===== src/rtl/muldiv_unit.sv =====
// Iterative multiply/divide unit: MULT, MULTU, DIV, DIVU.
// Radix-2 shift-add multiply and restoring divide on operand magnitudes,
// followed by a one-cycle sign-correction step.
// Optional feature macro: MULDIV_EARLY_ZERO_EN -- a divide by zero skips
// the iteration and completes right after acceptance.
module muldiv_unit #(
  parameter int XLEN = 32
) (
  input  logic            clk,
  input  logic            rst_n,
  input  logic            start,
  input  logic [1:0]      op,
  input  logic [XLEN-1:0] a,
  input  logic [XLEN-1:0] b,
  output logic            busy,
  output logic            done,
  output logic [XLEN-1:0] hi,
  output logic [XLEN-1:0] lo,
  output logic            div_by_zero
);

  localparam int CW = (XLEN > 1) ? $clog2(XLEN) : 1;
  localparam logic [CW-1:0] LAST_STEP = CW'(XLEN - 1);

  typedef enum logic [1:0] {IDLE, RUN, FIX, DONE} state_t;

  state_t          state;
  logic [CW-1:0]   cnt;
  logic [1:0]      op_r;
  logic [XLEN-1:0] a_r;
  logic [XLEN-1:0] mag_b;
  logic [XLEN-1:0] acc;
  logic [XLEN-1:0] lo_r;
  logic            neg_res;
  logic            neg_rem;
  logic            b_zero;

  logic            a_neg;
  logic            b_neg;
  logic [XLEN-1:0] mag_a_in;
  logic [XLEN-1:0] mag_b_in;
  logic [XLEN:0]   mul_sum;
  logic [XLEN:0]   shifted;
  logic [XLEN:0]   diff;
  logic [XLEN-1:0] acc_next;
  logic [XLEN-1:0] lo_next;
  logic [2*XLEN-1:0] prod;
  logic [XLEN-1:0] res_hi;
  logic [XLEN-1:0] res_lo;
  logic            res_dbz;

  // Operand magnitudes at acceptance; op[0]=0 selects the signed variants
  always_comb begin
    a_neg    = ~op[0] & a[XLEN-1];
    b_neg    = ~op[0] & b[XLEN-1];
    mag_a_in = a_neg ? (~a + 1'b1) : a;
    mag_b_in = b_neg ? (~b + 1'b1) : b;
  end

  // One iteration: shift-add for multiply, restoring subtract-shift for divide
  always_comb begin
    mul_sum = {1'b0, acc} + {1'b0, (lo_r[0] ? mag_b : {XLEN{1'b0}})};
    shifted = {acc, lo_r[XLEN-1]};
    diff    = shifted - {1'b0, mag_b};
    if (op_r[1]) begin
      acc_next = diff[XLEN] ? shifted[XLEN-1:0] : diff[XLEN-1:0];
      lo_next  = {lo_r[XLEN-2:0], ~diff[XLEN]};
    end else begin
      acc_next = mul_sum[XLEN:1];
      lo_next  = {mul_sum[0], lo_r[XLEN-1:1]};
    end
  end

  // Final results with sign correction; divide by zero overrides the datapath
  always_comb begin
    prod    = {acc, lo_r};
    res_hi  = '0;
    res_lo  = '0;
    res_dbz = 1'b0;
    if (op_r[1]) begin
      if (b_zero) begin
        res_hi  = a_r;
        res_lo  = '1;
        res_dbz = 1'b1;
      end else begin
        res_lo = neg_res ? (~lo_r + 1'b1) : lo_r;
        res_hi = neg_rem ? (~acc + 1'b1) : acc;
      end
    end else begin
      if (neg_res) prod = ~prod + 1'b1;
      res_hi = prod[2*XLEN-1:XLEN];
      res_lo = prod[XLEN-1:0];
    end
  end

  // Control FSM with registered busy/done and result registers
  always_ff @(posedge clk or negedge rst_n) begin
    if (!rst_n) begin
      state       <= IDLE;
      cnt         <= '0;
      op_r        <= 2'b00;
      a_r         <= '0;
      mag_b       <= '0;
      acc         <= '0;
      lo_r        <= '0;
      neg_res     <= 1'b0;
      neg_rem     <= 1'b0;
      b_zero      <= 1'b0;
      busy        <= 1'b0;
      done        <= 1'b0;
      hi          <= '0;
      lo          <= '0;
      div_by_zero <= 1'b0;
    end else begin
      case (state)
        IDLE: begin
          if (start) begin
            op_r    <= op;
            a_r     <= a;
            mag_b   <= mag_b_in;
            acc     <= '0;
            lo_r    <= mag_a_in;
            neg_res <= a_neg ^ b_neg;
            neg_rem <= a_neg;
            b_zero  <= (b == '0);
            cnt     <= '0;
            busy    <= 1'b1;
            state   <= RUN;
          end
        end
        RUN: begin
`ifdef MULDIV_EARLY_ZERO_EN
          if (op_r[1] && b_zero) begin
            hi          <= res_hi;
            lo          <= res_lo;
            div_by_zero <= res_dbz;
            done        <= 1'b1;
            state       <= DONE;
          end else begin
            acc <= acc_next;
            lo_r <= lo_next;
            cnt <= cnt + 1'b1;
            if (cnt == LAST_STEP) state <= FIX;
          end
`else
          acc  <= acc_next;
          lo_r <= lo_next;
          cnt  <= cnt + 1'b1;
          if (cnt == LAST_STEP) state <= FIX;
`endif
        end
        FIX: begin
          hi          <= res_hi;
          lo          <= res_lo;
          div_by_zero <= res_dbz;
          done        <= 1'b1;
          state       <= DONE;
        end
        DONE: begin
          done  <= 1'b0;
          busy  <= 1'b0;
          state <= IDLE;
        end
        default: state <= IDLE;
      endcase
    end
  end

endmodule


===== config.mk =====
export PLATFORM = sky130hd
export DESIGN_NAME = muldiv_unit
export DESIGN_NICKNAME = d
export VERILOG_FILES = /design/src/rtl/muldiv_unit.sv
export SDC_FILE = /design/constraint.sdc
export NUM_CORES = 1
export LEC_CHECK = 0
export ABC_AREA = 1
export CAP_MARGIN = 20
export CORE_MARGIN = 10
export CORE_UTILIZATION = 30
export DETAILED_ROUTE_END_ITERATION = 12
export GPL_ROUTABILITY_DRIVEN = 0
export PLACE_DENSITY = 0.52
export SLEW_MARGIN = 20
export SYNTH_ARGS = -nofsm -noshare
export SYNTH_HDL_FRONTEND = slang
export SYNTH_SLANG_ARGS = --single-unit

===== constraint.sdc =====
create_clock -name clk -period 3.5 [get_ports clk]
set_input_delay 0.35 -clock clk [delete_from_list [all_inputs] [get_ports clk]]
set_output_delay 0.35 -clock clk [all_outputs]
set_load 0.01 [all_outputs]

==> impl_metrics.tcl <==
set metrics [dict create \
    p_sw_share_pct 55.0 \
    start_util_pct 30.2 \
    clock_path_buffers 3 \
    hold_viol_final 0 \
    synth.avg_cell_area_um2 6.08 \
    setup_ws_ns 0.423 \
    hp-class "in -> async" \
    antenna_found_initial 2 \
    firstDrtPassIters 8 \
    num_rows 91 \
    grt-ovfl-total 0 \
    finalSetupViolations 0 \
    synth_edf_count 0 \
    setup_tns_ns 0 \
    io_pins 136 \
    stdcell_count 4048 \
    worstSetupPathType "reg -> reg" \
    fin_crit_ns 3.08 \
    pwr_density_cell_nw_per_um2 1040 \
    layout.nets 3334 \
    detail_route.iter0.violations 2382 \
    syn2layout_area_growth_pct 18.9 \
    grt_start_max_net_pins 82 \
    path_max_fanout 25 \
    vias 20700 \
    place_inst 3995 \
    worstPathRequired_ns 4.01 \
    ys_types 54 \
    core_area_um2 61600 \
    die_area_um2 72400 \
    post-place-ws_ns 0.433 \
    grt_pass1_vias 19200 \
    fmax_mhz 325 \
    post_cts_buffers 0 \
    syn_nets 3206 \
    pwr-share-comb_pct 65.4 \
    ys_seq_area_share_pct 27.7 \
    cts_htree_levels 1 \
    hpwl_mm 63.8 \
    period_share_pct 87.9 \
    p_switching_w 0.0127 \
    finClkSkew_ns 0.0213 \
    vias_per_cell 5.10 \
    syn_inst 3061 \
    ys_warn_count 0 \
    p_leak_nw 10.9 \
    antenna_left 0 \
    drt-total-wl_mm 80.6 \
    clk_pin_slew_ns 0.06 \
    drv_cap 0 \
    cts_made_buffers 28 \
    tightest_slew_ns 0.949 \
    synth_seq_cells 206 \
    cts_root_buf "clkbuf_16" \
    grt_usage_pct 21.3 \
    yosysTopAreaCell "dfrtp_1" \
    clkLatencyLatePin_ns 0.58 \
    synth_flop_cell "dfrtp_1" \
    end_kind "register" \
    antenna_cells 0 \
    dieWidth_um 269 \
    arrival_ns 3.59 \
    dieHeight_um 269 \
    yosysTopAreaCellShare_pct 27.7 \
    p_clk_share_pct 13.3 \
    io_buffers 135 \
    avgRoutedWirePerCell_um 19.9 \
    status "finished, final reports clean" \
    drc 0 \
    syn_area_um2 18600 \
    internal_power_w 0.0104 \
    slew_violations 0 \
    vdd_drop_max_mv 0.380 \
    cts_tree "built" \
    seqPwrFrac_pct 21.2 \
    n_fill_cell 6841 \
    rsz0062_at_grt "no" \
    crit_path_start_kind "register" \
    async_flop_share_pct 100 \
    synth_top_cells_by_area "dfrtp_1 (28%), nand2_1 (18%), inv_1 (8.3%)" \
    cts_sinks 206 \
    grt_first_pass_wirelength_mm 121 \
    drive_gt1_share_pct 6.48 \
    max-slew-margin-rel_pct 36.7 \
]
==> layout by cell type (no fill, tap or decap), types with 64 or more instances in the layout <==
cell and count:
a21oi_1 211, buf_4 64, nand3_1 270, nand2_1 878, clkdlybuf4s50_1 134, o21ai_0 218
nor2_1 344, ha_1 73, inv_1 409, dfrtp_1 204
==> power by group through the flow <==
stage          Clock, W  Sequential (W)  Combinational (W)
2_1_floorplan         0         0.00451            0.00963
3_3_place_gp          0         0.00490             0.0149
3_5_place_dp          0         0.00490             0.0149
4_1_cts         0.00314         0.00487             0.0150
5_1_grt         0.00322         0.00502             0.0168
6_report        0.00308         0.00490             0.0151
==> flip-flops by register name (all words and copies together), names as in the netlist <==
register / cells
a_r: 32
acc: 32
hi: 32
lo: 32
lo_r: 32
mag_b: 32
cnt: 5
state: 2
b_zero: 1
busy: 1
div_by_zero: 1
done: 1
neg_rem: 1
neg_res: 1
op_r: 1
==> logic make-up (layout without fill, tap and decap cells) <==
group	Yosys count	count (layout)	share of synthesized area, %
XOR/XNOR	56	56	2.63
AND/OR/NAND/NOR	1646	1646	37.5
adder cells (fa/ha/maj)	76	76	5.19
flip-flops	206	206	27.7
AO/OA/AOI/OAI	553	553	16.1
buffers and inverters	524	674	10.9
==> critical path: stages, from the launching register on <==
cell,delay [ns]
dfrtp_1,0.43
inv_1,0.20
fa_1,0.50
inv_1,0.12
nand2_1,0.06
nand2_1,0.08
nand3_1,0.08
nand2_2,0.13
nand2_2,0.06
nand2_2,0.10
nand2_2,0.08
nand2_2,0.07
nand2_1,0.06
nand2_2,0.49
buf_4,0.25
nand2_1,0.05
nand3_1,0.07
nand3_1,0.08
nand2_1,0.06
==> cells in the mapped netlist, types with 14 or more instances <==
library cell	n
or2_2	14
a31oi_1	39
a22oi_1	14
clkbuf_1	72
o21ai_0	218
nand2_2	17
nor2_2	15
ha_1	74
dfrtp_1	206
nand4_1	32
nor2_1	347
nor3_1	36
o21ai_1	19
nand2_1	879
a21oi_1	211
xor2_1	37
buf_2	14
xnor2_1	19
inv_1	410
nand3_1	270
==> per-stage QoR <==
step	total power [W]	hold WS (ns)	utilization, %	cell area, um^2
after floorplan	0.0141	0.0544	-	18600
after global placement	0.0198	0.365	34.3	21100
after detailed placement	0.0198	0.365	34.3	21100
after CTS	0.0230	0.350	35.9	22100
after global routing	0.0250	0.399	35.9	22100
final	0.0231	0.361	35.9	22100
==> what timing repair did <==
item / in CTS / in global routing
hold buffers: 1 / 0
hold endpoints to repair: 64 / 0
gates resized for setup: 0 / 0
==> cell type report <==
type / instances / area [um^2] / share of cell area [%]
multi-input cells: 2331 / 11500 / 51.8
repair buffers: 203 / 1910 / 8.61
clock buffers: 39 / 853 / 3.85
clock inverters: 13 / 128 / 0.576
flip-flops and latches: 206 / 5160 / 23.3
well taps: 837 / 1050 / 4.73
inverters: 419 / 1570 / 7.10
==> metal layers <==
layer,wire length [um],global-route usage (%)
met1,37100,30.0
met2,34100,32.1
met3,7280,4.65
met4,2190,5.92
met5,0,0
==> path summary, 6_finish.rpt <==
kind / from / to / slack, ns / cells past startpoint
worst max-delay path: acc[0] / acc[4] / 0.42 / 18
worst min-delay path: rst_n / lo[17] / 0.36 / 2
worst max register to register: acc[0] / acc[4] / 0.42 / 18
worst min register to register: lo[30] / lo[30] / 0.48 / 2
max in group asynchronous: rst_n / op_r[1] / 2.20 / 3
min in group clk: op[1] / op_r[1] / 0.37 / 3
Power figures use the tool's default switching activity.
